`config.mk`:
```
export PLATFORM = sky130hd
export DESIGN_NAME = hash_bucket_select_pipe
export DESIGN_NICKNAME = d
export VERILOG_FILES = /design/src/rtl/hash_sel_pkg.sv /design/src/rtl/hash_bucket_select_pipe_line_reduce.sv /design/src/rtl/hash_bucket_select_pipe.sv
export SDC_FILE = /design/constraint.sdc
export NUM_CORES = 1
export LEC_CHECK = 0
export CAP_MARGIN = 0
export CORE_MARGIN = 8
export CORE_UTILIZATION = 24
export CTS_CLUSTER_SIZE = 28
export DETAILED_ROUTE_END_ITERATION = 8
export PLACE_DENSITY = 0.46
export SKIP_CTS_REPAIR_TIMING = 1
export SYNTH_ARGS = -nofsm -noshare
export SYNTH_HDL_FRONTEND = slang
export SYNTH_SLANG_ARGS = --single-unit
export TNS_END_PERCENT = 50
```
`constraint.sdc`:
```
create_clock -name clk -period 3.3 [get_ports clk]
set_input_delay 0.825 -clock clk [delete_from_list [all_inputs] [get_ports clk]]
set_output_delay 0.825 -clock clk [all_outputs]
set_load 0.03 [all_outputs]
```
`src/rtl/hash_sel_pkg.sv`:
```
// Shared defaults and index-width helper for the hashtable bucket selector.
// Used by hash_bucket_select_pipe and bucket_line_reduce.
package hash_sel_pkg;

  localparam int DEF_DATA_LINES   = 4;
  localparam int DEF_BUCKET_SIZE  = 1;
  localparam int DEF_BUCKET_WIDTH = 16;
  localparam int DEF_CNT_WIDTH    = 16;

  // A single line or slot still needs a 1-bit index, which is always 0.
  function automatic int idx_w(input int n);
    return (n > 1) ? $clog2(n) : 1;
  endfunction

endpackage

```
`src/rtl/hash_bucket_select_pipe_line_reduce.sv`:
```
// Per-line bucket reduction: masked entry, hit, lowest set slot, multi flag.
// HASH_BUCKET_MULTIHIT_CHECK_EN selects priority pick and adds the multi output.
module bucket_line_reduce
  import hash_sel_pkg::*;
#(
  parameter int BUCKET_SIZE  = DEF_BUCKET_SIZE,
  parameter int BUCKET_WIDTH = DEF_BUCKET_WIDTH
) (
  input  logic [BUCKET_SIZE-1:0][BUCKET_WIDTH-1:0] slots,
  input  logic [BUCKET_SIZE-1:0]                   sel,
  output logic [BUCKET_WIDTH-1:0]                  entry,
  output logic                                     hit,
`ifdef HASH_BUCKET_MULTIHIT_CHECK_EN
  output logic                                     multi,
`endif
  output logic [idx_w(BUCKET_SIZE)-1:0]            slot
);

  localparam int SW = idx_w(BUCKET_SIZE);

  assign hit = |sel;

`ifdef HASH_BUCKET_MULTIHIT_CHECK_EN
  // Clearing the lowest set bit leaves something only if two or more were set.
  assign multi = |(sel & (sel - BUCKET_SIZE'(1)));
`endif

  always_comb begin
    entry = '0;
    slot  = '0;
    // Scan high to low so the lowest set slot is written last and wins.
    for (int i = BUCKET_SIZE - 1; i >= 0; i--) begin
      if (sel[i]) begin
        slot = SW'(i);
`ifdef HASH_BUCKET_MULTIHIT_CHECK_EN
        entry = slots[i];
`endif
      end
    end
`ifndef HASH_BUCKET_MULTIHIT_CHECK_EN
    for (int i = 0; i < BUCKET_SIZE; i++) begin
      entry = entry | (slots[i] & {BUCKET_WIDTH{sel[i]}});
    end
`endif
  end

endmodule

```
`src/rtl/hash_bucket_select_pipe.sv`:
```
// Two-stage handshaked bucket-entry selector for the hashtable read path.
// HASH_BUCKET_MULTIHIT_CHECK_EN: priority pick, multi-hit flag and counter.
module hash_bucket_select_pipe
  import hash_sel_pkg::*;
#(
  parameter int DATA_LINES   = DEF_DATA_LINES,
  parameter int BUCKET_SIZE  = DEF_BUCKET_SIZE,
  parameter int BUCKET_WIDTH = DEF_BUCKET_WIDTH,
  parameter int CNT_WIDTH    = DEF_CNT_WIDTH
) (
  input  logic                                     clk,
  input  logic                                     reset,
  input  logic                                     in_valid,
  output logic                                     in_ready,
  input  logic [BUCKET_SIZE-1:0][BUCKET_WIDTH-1:0] data_in [DATA_LINES-1:0],
  input  logic [DATA_LINES-1:0][BUCKET_SIZE-1:0]   sel,
  output logic                                     out_valid,
  input  logic                                     out_ready,
  output logic [BUCKET_WIDTH-1:0]                  out_data,
  output logic                                     out_hit,
  output logic [idx_w(DATA_LINES)-1:0]             out_line,
  output logic [idx_w(BUCKET_SIZE)-1:0]            out_slot,
  output logic                                     out_multi_hit,
  output logic [CNT_WIDTH-1:0]                     multi_hit_cnt
);

  localparam int LW = idx_w(DATA_LINES);
  localparam int SW = idx_w(BUCKET_SIZE);

  logic [DATA_LINES-1:0][BUCKET_WIDTH-1:0] ln_entry, s1_entry;
  logic [DATA_LINES-1:0]                   ln_hit, s1_hit;
  logic [DATA_LINES-1:0][SW-1:0]           ln_slot, s1_slot;
`ifdef HASH_BUCKET_MULTIHIT_CHECK_EN
  logic [DATA_LINES-1:0]                   ln_multi, s1_multi;
  logic                                    c_multi;
`endif

  for (genvar g = 0; g < DATA_LINES; g++) begin : g_line
    bucket_line_reduce #(
      .BUCKET_SIZE (BUCKET_SIZE),
      .BUCKET_WIDTH(BUCKET_WIDTH)
    ) u_line (
      .slots(data_in[g]),
      .sel  (sel[g]),
      .entry(ln_entry[g]),
      .hit  (ln_hit[g]),
`ifdef HASH_BUCKET_MULTIHIT_CHECK_EN
      .multi(ln_multi[g]),
`endif
      .slot (ln_slot[g])
    );
  end

  // vld_pipe[1] = stage 1 occupied, vld_pipe[2] = stage 2 / output occupied.
  logic [2:1] vld_pipe;
  logic       s1_adv, s2_adv;

  assign s2_adv    = !vld_pipe[2] || out_ready;
  assign s1_adv    = !vld_pipe[1] || s2_adv;
  assign in_ready  = s1_adv;
  assign out_valid = vld_pipe[2];

  always_ff @(posedge clk or posedge reset) begin
    if (reset) begin
      vld_pipe <= '0;
    end else begin
      if (s1_adv) vld_pipe[1] <= in_valid;
      if (s2_adv) vld_pipe[2] <= vld_pipe[1];
    end
  end

  always_ff @(posedge clk or posedge reset) begin
    if (reset) begin
      s1_entry <= '0;
      s1_hit   <= '0;
      s1_slot  <= '0;
`ifdef HASH_BUCKET_MULTIHIT_CHECK_EN
      s1_multi <= '0;
`endif
    end else if (s1_adv && in_valid) begin
      s1_entry <= ln_entry;
      s1_hit   <= ln_hit;
      s1_slot  <= ln_slot;
`ifdef HASH_BUCKET_MULTIHIT_CHECK_EN
      s1_multi <= ln_multi;
`endif
    end
  end

  logic [BUCKET_WIDTH-1:0] c_data;
  logic                    c_hit;
  logic [LW-1:0]           c_line;
  logic [SW-1:0]           c_slot;

  always_comb begin
    c_hit  = |s1_hit;
    c_line = '0;
    c_slot = '0;
    c_data = '0;
    for (int l = DATA_LINES - 1; l >= 0; l--) begin
      if (s1_hit[l]) begin
        c_line = LW'(l);
        c_slot = s1_slot[l];
`ifdef HASH_BUCKET_MULTIHIT_CHECK_EN
        c_data = s1_entry[l];
`endif
      end
    end
`ifndef HASH_BUCKET_MULTIHIT_CHECK_EN
    // Non-hit lines carry a zero entry, so a plain OR is the legacy AND-OR.
    for (int l = 0; l < DATA_LINES; l++) begin
      c_data = c_data | s1_entry[l];
    end
`endif
  end

`ifdef HASH_BUCKET_MULTIHIT_CHECK_EN
  assign c_multi = (|s1_multi) || (|(s1_hit & (s1_hit - DATA_LINES'(1))));
`endif

  always_ff @(posedge clk or posedge reset) begin
    if (reset) begin
      out_data <= '0;
      out_hit  <= 1'b0;
      out_line <= '0;
      out_slot <= '0;
`ifdef HASH_BUCKET_MULTIHIT_CHECK_EN
      out_multi_hit <= 1'b0;
`endif
    end else if (s2_adv && vld_pipe[1]) begin
      out_data <= c_data;
      out_hit  <= c_hit;
      out_line <= c_line;
      out_slot <= c_slot;
`ifdef HASH_BUCKET_MULTIHIT_CHECK_EN
      out_multi_hit <= c_multi;
`endif
    end
  end

`ifdef HASH_BUCKET_MULTIHIT_CHECK_EN
  always_ff @(posedge clk or posedge reset) begin
    if (reset) begin
      multi_hit_cnt <= '0;
    end else if (out_valid && out_ready && out_multi_hit && !(&multi_hit_cnt)) begin
      multi_hit_cnt <= multi_hit_cnt + CNT_WIDTH'(1);
    end
  end
`else
  assign out_multi_hit = 1'b0;
  assign multi_hit_cnt = '0;
`endif

endmodule

```
==> results.json <==
{
  "cpLargestDelayFamily": "buffers and inverters",
  "cpMostUsedCell": "clkdlybuf4s50_1",
  "whs_endpoint": "s1_entry[12]$_DFFE_PP0P_",
  "yosysSeqAreaShare_pct": 53.45,
  "grt_pass1_vias": 3313,
  "dpl-instance-area_um2": 5110,
  "grt_overflow": 0,
  "drv_cap": 0,
  "min_path_type": "reg -> reg",
  "critical-path-slowest-cell": "clkdlybuf4s50_1",
  "clock_latency_ns": 0.34,
  "drive_gt1_share_pct": 15.96,
  "crit_type": "in -> out",
  "status": "finished, final reports clean",
  "internal-power_w": 0.002266,
  "crit_arrival_ns": 2.20,
  "synth-seq-cells": 89,
  "finalHoldViolCount": 0,
  "cp_max_fo": 2,
  "cts_tree": "done",
  "antenna_found_initial": 0,
  "layout_common_cells": "clkdlybuf4s50_1, dfrtp_1, nand3_1",
  "final_common_cell": "clkdlybuf4s50_1",
  "drt-initial-drc-count": 135,
  "worstHoldStart": "s1_entry[12]$_DFFE_PP0P_",
  "power.share.clock_pct": 35.1,
  "htree_levels": 3,
  "die_h_um": 147.8,
  "final_cell_area_um2": 5441,
  "syn_inst": 342,
  "wl_um": 12330,
  "ir_worst_vdd_mv": 0.2197,
  "fin_crit_sh_pct": 91.66,
  "yosysUniqueCellTypes": 27,
  "cp.required_ns": 2.47,
  "leakage_nw": 2.126,
  "grt_max_degree": 65,
  "power_switching_w": 0.0009146,
  "cts_made_buffers": 9,
  "clk_path_buf_depth": 2,
  "io_pins": 111,
  "root_buffer": "clkbuf_16",
  "numPortBuffers": 92,
  "diodes": 0,
  "ant_nets": 0,
  "whs_path_depth": 1,
  "period_minus_slack_ns": 3.025,
  "rr_worst_depth": 5,
  "clock_sinks": 89,
  "critPathCaptureType": "primary output",
  "dieArea_um2": 21830,
  "track_usage_pct": 11.67,
  "start_kind": "input port",
  "max_freq_mhz": 330.6,
  "powerDensity_nw_per_um2": 584.5,
  "synth_edf_count": 0,
  "maxSlewViolCount": 0,
  "syn2layout_area_growth_pct": 30.60,
  "finClkSkew_ns": 0.004482,
  "combPwrFrac_pct": 22.6,
  "route.detailed.drc": 0,
  "dr_total_vias": 2966,
  "setup_viol": 0,
  "syn_area_per_cell_um2": 12.18,
  "p_seq_share_pct": 42.3,
  "dp.cells": 635,
  "p_sw_share_pct": 28.76,
  "gp_congestion": 0.7202,
  "firstDrtPassIters": 4,
  "coreArea_um2": 17120,
  "worst_pin_slew_ns": 0.8907,
  "netlist_area_um2": 4166,
  "path_cells": "clkdlybuf4s50_1 > nand2b_4 > nor2_4 > inv_1 > clkdlybuf4s50_1",
  "dpl.hpwl_um": 8237,
  "r2r-start": "vld_pipe[2]$_DFFE_PP0P_",
  "rows": 48,
  "grt_pass1_wl_um": 19510,
  "cp_slowest_stage_delay_ns": 0.66,
  "r2r_end": "s1_entry[40]$_DFFE_PP0P_",
  "final_nets": 493,
  "final.setup.tns_ns": 0,
  "r2r_setup_slack_ns": 1.68,
  "wire_per_inst_um": 18.94,
  "start_util_pct": 24.34,
  "ys_warn_count": 0,
  "relSlewSlack_pct": 40.62,
  "synth-main-ff-cell": "dfrtp_1",
  "viasPerCell": 4.556,
  "rsz0062_at_grt": "no",
  "fin_cells": 651,
  "async_flop_share_pct": 100.0,
  "die_w_um": 147.8,
  "path_clk_slew_ns": 0.06,
  "crit_buf_inv": 3
}
## synthesized netlist by cell type, types with 2 or more instances
cell type | instances | area (µm²)
inv_1 | 3 | 11.26
buf_12 | 7 | 140.1
buf_1 | 2 | 7.510
nand3_1 | 64 | 320.3
mux2_2 | 5 | 56.30
dfrtp_1 | 89 | 2227
o2bb2ai_2 | 30 | 450.4
buf_2 | 2 | 10.01
nor2_1 | 2 | 7.510
clkbuf_1 | 13 | 48.80
buf_6 | 4 | 45.04
nor2_2 | 2 | 12.51
a21oi_1 | 34 | 170.2
buf_4 | 24 | 180.2
o2bb2ai_1 | 34 | 297.8
nor4_1 | 16 | 100.1
## registers in the layout (all words and copies together), names as in the netlist
name,flops
s1_entry,64
vld_pipe,2
out_hit,1
out_data,16
s1_hit,4
out_line,2
## routing by layer
metal / GRT usage [%] / vias up / part of all wire [%]
met4: 3.417 / 0 / 1.3
met3: 3.913 / 10 / 6.3
met5: 0 / - / 0
met1: 14.99 / 1457 / 46
met2: 18.28 / 85 / 46
li1: - / 1414 / -
## worst max-delay path by stage
stage	startpoint	endpoint	slack, ns	cells after the start
2_1_floorplan	reset	out_data[0]$_DFFE_PP0P_	0.17	1
3_3_place_gp	out_ready	in_ready	0.27	5
3_5_place_dp	out_ready	in_ready	0.26	5
4_1_cts	out_ready	in_ready	0.26	5
5_1_grt	out_ready	in_ready	0.21	5
6_report	out_ready	in_ready	0.28	5
## power groups by stage
stage | clock (W) | sequential [W] | combinational [W]
CTS | 0.00116 | 0.00135 | 0.000733
finish | 0.00112 | 0.00135 | 0.000718
global route | 0.00119 | 0.00137 | 0.000775
global placement | 0 | 0.00137 | 0.000724
floorplan | 0 | 0.00145 | 0.000365
detailed placement | 0 | 0.00136 | 0.000729
## worst register-to-register path, cell delays in order, from the launching register on
cell and delay (ns):
dfrtp_1 0.40, nand2b_4 0.08, buf_4 0.24, o21ai_4 0.28
buf_4 0.38, o2bb2ai_1 0.16
## per-stage QoR
stage	utilization, %	setup slack [ns]	total power (W)	hold WS (ns)
global route	31.79	0.2105	0.003332	0.5044
detailed placement	29.85	0.2620	0.002093	0.4751
global placement	29.85	0.2714	0.002089	0.4736
finish	31.79	0.2752	0.003180	0.4862
CTS	31.79	0.2618	0.003236	0.4936
floorplan	-	0.1681	0.001817	0.4565
## cell type report
| class | instances | area [µm²] |
|---|---|---|
| Fill cell | 1740 | 11670 |
| Sequential cell | 89 | 2227 |
| Multi-Input combinational cell | 214 | 1559 |
| Timing Repair Buffer | 103 | 1023 |
| Tap cell | 225 | 281.5 |
| Clock buffer | 12 | 256.5 |
| Clock inverter | 4 | 75.07 |
| Inverter | 4 | 18.77 |
## cell families after synthesis
group                  after synthesis  share of synthesized area, %
buffers and inverters               56                         10.78
multiplexers                         5                         1.351
AO/OA/AOI/OAI                      102                         22.91
other                                1                       0.09000
AND/OR/NAND/NOR                     89                         11.41
flip-flops                          89                         53.45
No activity file was read; power rests on OpenSTA's default activity.
==> RTL edit 1 (same settings) <==
Build with the macro `HASH_BUCKET_MULTIHIT_CHECK_EN` defined.
--- a/src/rtl/hash_bucket_select_pipe_line_reduce.sv
+++ b/src/rtl/hash_bucket_select_pipe_line_reduce.sv
@@ -2,2 +2,4 @@
 // HASH_BUCKET_MULTIHIT_CHECK_EN selects priority pick and adds the multi output.
+`define HASH_BUCKET_MULTIHIT_CHECK_EN
+
 module bucket_line_reduce
Check against the original RTL: not equivalent (Yosys sat finds a counterexample within 4 cycles, from zero or initial values and one cycle with reset high).
==> RTL edit 1 against the unedited design <==
  * Core utilization rose by 1.1 points
  * Total power grew 15%
  * Sequential cell count up 17
  * Wire length rose by 12%
  * Global-route usage barely moved
  * Area after synthesis rose by 15%
  * Highest routed layer unchanged
  * Design area up 18%
  * Critical path type unchanged
  * Worst setup slack worse by 0.059 ns
  * Count of clock-buffer cells in the layout stayed put
  * Largest cell class unchanged
==> RTL edit 1: results (changes against the unedited design) <==
| Metric | Value |
|---|---|
| Crit path max fanout | 3 (+1) |
| Drt total wl | 13800 um (+12%) |
| Placed cell count | 866 (+36%) |
| Syn Area/Cell | 9.106 um^2 (-25%) |
| All-layer global routing usage | 0.1172 (+0.0004805) |
| Share of cells above drive strength 1 | 0.05511 (-0.1045) |
| Leakage | 2.757 nW (+30%) |
| Number of port buffers | 109 (+18%) |
| Final Wtd Congestion | 0.8698 (+21%) |
| R2r endpoint | out_data[11] |
| Vias in the first global route | 4067 (+23%) |
| Worst IR Drop VDD | 0.0002364 V (+7.6%) |
| Seq/Total Area, Yosys | 0.5548 (+0.02029) |
| FF-to-FF setup slack | 1.29 ns (-0.39 ns) |
| Top cells by count, synth | nand2_1 (141), dfrtp_1 (106), o21ai_0 (68) |
| Synth unique cells | 39 (+44%) |
| # fillers | 2091 (+20%) |
| Status | finished clean |
| Worst r2r src | s1_hit[2] |
| Setup Skew | 0.005812 ns (+0.001330 ns) |
| Top post-synthesis cells by area | dfrtp_1 (55%), nand2_1 (11%), o21ai_0 (7.1%) |
| Critical Path AT | 2.26 ns (+0.06 ns) |
| GR Util met2 | 0.2005 (+0.01774) |
| Top Registers | s1_entry (64), multi_hit_cnt (16), out_data (16) |
| Crit-path max cell delay | 0.73 ns (+0.07 ns) |
| M3 GR Usage | 0.03839 (-0.0007440) |
-- RTL edit 1: where the power goes --
group	switching (mW)	internal, mW	leakage (nW)	total (mW)
registers	0.154	1.48	1.35	1.64
clock network	0.471	0.610	0.143	1.08
logic	0.548	0.404	1.27	0.952
total	1.17	2.50	2.76	3.67
-- RTL edit 1: worst min path at each step --
stage / startpoint / endpoint / slack (ns) / cells after the start
3_3_place_gp: s1_entry[52] / s1_entry[52] / 0.46 / 2
5_1_grt: s1_entry[31] / s1_entry[31] / 0.51 / 2
2_1_floorplan: s1_entry[46] / s1_entry[46] / 0.45 / 2
3_5_place_dp: s1_entry[20] / s1_entry[20] / 0.47 / 2
4_1_cts: s1_entry[20] / s1_entry[20] / 0.49 / 2
6_report: out_line[1] / out_line[1] / 0.48 / 2
-- RTL edit 1: kinds of logic after synthesis --
logic type	after synthesis	synth area share
AO/OA/AOI/OAI	141	0.1751
XOR/XNOR	13	0.02539
flip-flops	106	0.5548
other	1	0.0007844
AND/OR/NAND/NOR	198	0.1761
multiplexers	5	0.01178
adder cells (fa/ha/maj)	1	0.002617
buffers and inverters	60	0.05339
-- RTL edit 1: worst max-delay path: cells and delay by family --
kind,cells,cell delay (ns)
AND/OR/NAND/NOR,1,0.21
buffers and inverters,2,1.22
-- RTL edit 1: per-stage QoR --
step,hold WS [ns],setup WS (ns),utilization,instance area (um^2)
after floorplan,0.4497,1.033,-,4785
final,0.4791,0.2162,0.3287,6417
after CTS,0.4863,0.2069,0.3287,6417
after global routing,0.5088,0.1413,0.3287,6417
after detailed placement,0.4701,0.2139,0.3134,6120
after global placement,0.4622,0.2755,0.3134,6120
-- RTL edit 1: per-layer routing --
metal,share of wire,wire length [um],up-vias
li1,-,-,1946
met1,0.44,6127,1848
met2,0.49,6811,87
met3,0.057,789,7
met4,0.0051,70,0
met5,0,0,-
-- RTL edit 1: cell type report --
| cell class | count | area, um^2 | area share |
|---|---|---|---|
| Inverter | 18 | 71.32 | 0.01111 |
| Clock buffer | 12 | 246.5 | 0.03841 |
| Multi-Input combinational cell | 359 | 1881 | 0.2930 |
| Clock inverter | 4 | 51.30 | 0.007994 |
| Timing Repair Buffer | 118 | 1184 | 0.1844 |
| Sequential cell | 106 | 2653 | 0.4133 |
| Tap cell | 265 | 331.6 | 0.05167 |
==> RTL edit 2 (same flow settings) <==
Made on the original files. Change the package constant `DEF_CNT_WIDTH` from 16 to 20.
--- a/src/rtl/hash_sel_pkg.sv
+++ b/src/rtl/hash_sel_pkg.sv
@@ -7,3 +7,3 @@
   localparam int DEF_BUCKET_WIDTH = 16;
-  localparam int DEF_CNT_WIDTH    = 16;
+  localparam int DEF_CNT_WIDTH    = 20;
 
Ports: changed (resized multi_hit_cnt); port bits go from 111 to 115. No check against the original RTL was run, so the function may have changed too.
==> RTL edit 2 against the unedited design <==
  * Sequential share of layout area is 0.47 points higher
  * Area after synthesis up 0.72%
  * Wire length rose by 0.92%
  * Total power decreased by 4.6%
  * Design area shrank 1.1%
  * Sequential cell count did not move
  * Maximum frequency decreased by 0.63%
  * Worst setup slack lost 0.019 ns
  * Largest power group unchanged
==> RTL edit 2: results (changes against the unedited design) <==
| Metric | Value |
|---|---|
| Final HPWL DP | 8393 um (+1.9%) |
| Worst IR Drop VDD | 0.0002217 V (+0.89%) |
| Antenna Diode Count | 0 (unchanged) |
| Vias per cell | 4.675 (+2.6%) |
| # fillers | 1765 (+1.4%) |
| Clk slew on worst S/H paths | 0.06 ns (about the same) |
| CTS max path bufs | 2 (unchanged) |
| Worst-margin pin slew | 0.8986 ns (+0.007891 ns) |
| Share of cells above drive strength 1 | 0.1542 (-0.005419) |
| Clock latency on the worst-skew pair | 0.33 ns |
| Drt first pass iters | 4 (unchanged) |
| Post-Layout Cell Count | 653 (+0.31%) |
| Worst Hold Class | reg -> reg |
| All-layer global routing usage | 0.1154 (-0.001322) |
| Placed Area | 0.005097 mm^2 (-0.24%) |
| Top post-synthesis cells by area | dfrtp_1 (53%), o2bb2ai_2 (11%), nand3_1 (7.6%) |
| Detailed Route Iter0 Violations | 167 (+24%) |
| Top cells by count, synth | dfrtp_1 (89), nand3_1 (64), a21oi_1 (34), o2bb2ai_1 (34), o2bb2ai_2 (30) |
| # H-tree levels | 3 (unchanged) |
| Top Registers | s1_entry (64), out_data (16), s1_hit (4) |
| Cts bufs inserted | 9 (unchanged) |
| Fin area | 0.005380 mm^2 (-1.1%) |
| Routed WL per cell | 19.05 um (+0.62%) |
| Syn Area/Cell | 12.13 um^2 (-0.44%) |
| Seq/Total Area, Yosys | 0.5307 (-0.003825) |
| CP startpoint | out_ready |
| Setup Skew | 0.006532 ns (+0.002050 ns) |
| Largest net degree at the start of global routing | 90 (+38%) |
| Placed cell count | 637 (+0.31%) |
| Number of port buffers | 92 (unchanged) |
| Root Driver | clkbuf_16 |
| Hold_sp | s1_entry[14] |
| Post-synthesis mux area share | 0.01342 (-0.00009670) |
| Status | finished clean |
| Final net count | 495 (+0.41%) |
| Leakage | 2.097 nW (-1.3%) |
| Compound-Gate Fraction of Synth Area | 0.2275 (-0.001640) |
| First-pass GRT wire length | 19750 um (+1.3%) |
| FF-to-FF setup slack | 1.64 ns (-0.04 ns) |
| Post-Synth XOR/XNOR Area | 0 (unchanged) |
| Synth unique cells | 27 (unchanged) |
| Synth warn | 0 (unchanged) |
| Critical Path AT | 2.22 ns (+0.02 ns) |
| Final Wtd Congestion | 0.7138 (-0.89%) |
| Post-synth ARST share | 1.000 (unchanged) |
| Vias in the first global route | 3241 (-2.2%) |
## RTL edit 2: stage by stage
| step | setup slack, ns | hold slack [ns] |
|---|---|---|
| after floorplan | 0.1681 | 0.4565 |
| after global placement | 0.2684 | 0.4736 |
| after CTS | 0.2332 | 0.4950 |
| after detailed placement | 0.2419 | 0.4749 |
| after global routing | 0.1807 | 0.5077 |
| final | 0.2559 | 0.4919 |
## RTL edit 2: critical path: stages
cell             delay (ns)
clkdlybuf4s50_1        0.49
nand2b_4               0.14
nor2_4                 0.03
inv_1                  0.06
clkdlybuf4s50_1        0.67
## RTL edit 2: metal layers
metal / routed length [um] / global-route usage / share of wire / up-vias
li1: - / - / - / 1412
met3: 711 / 0.03008 / 0.057 / 6
met4: 95 / 0.02907 / 0.0076 / 0
met2: 5854 / 0.1801 / 0.47 / 88
met5: 0 / 0 / 0 / -
met1: 5779 / 0.1554 / 0.46 / 1547
## RTL edit 2: cells by family after synthesis
kind of cell,count (synthesis)
AO/OA/AOI/OAI,102
flip-flops,89
AND/OR/NAND/NOR,89
buffers and inverters,60
multiplexers,5
other,1
## RTL edit 2: where the power goes
part	internal, mW	total (mW)	switching [mW]
Combinational	0.315	0.715	0.400
Clock	0.535	0.966	0.431
Sequential	1.24	1.35	0.111
Total	2.09	3.03	0.942
## RTL edit 2: area by class of cell
| class | count | share of cell area |
|---|---|---|
| sequential | 89 | 0.4140 |
| clock inverter | 5 | 0.007442 |
| timing repair buffer | 101 | 0.1851 |
| inverter | 4 | 0.003488 |
| clock buffer | 11 | 0.04512 |
| tap | 225 | 0.05233 |
| multi-input combinational | 218 | 0.2926 |
## RTL edit 2: worst paths after layout
check | to | depth (start not counted)
max in group asynchronous | s1_entry[24] | 3
worst max-delay path | in_ready | 5
worst min register to register | s1_entry[14] | 1
worst max register to register | s1_entry[2] | 5
min in group asynchronous | s1_entry[12] | 3
worst min-delay path | s1_entry[14] | 1
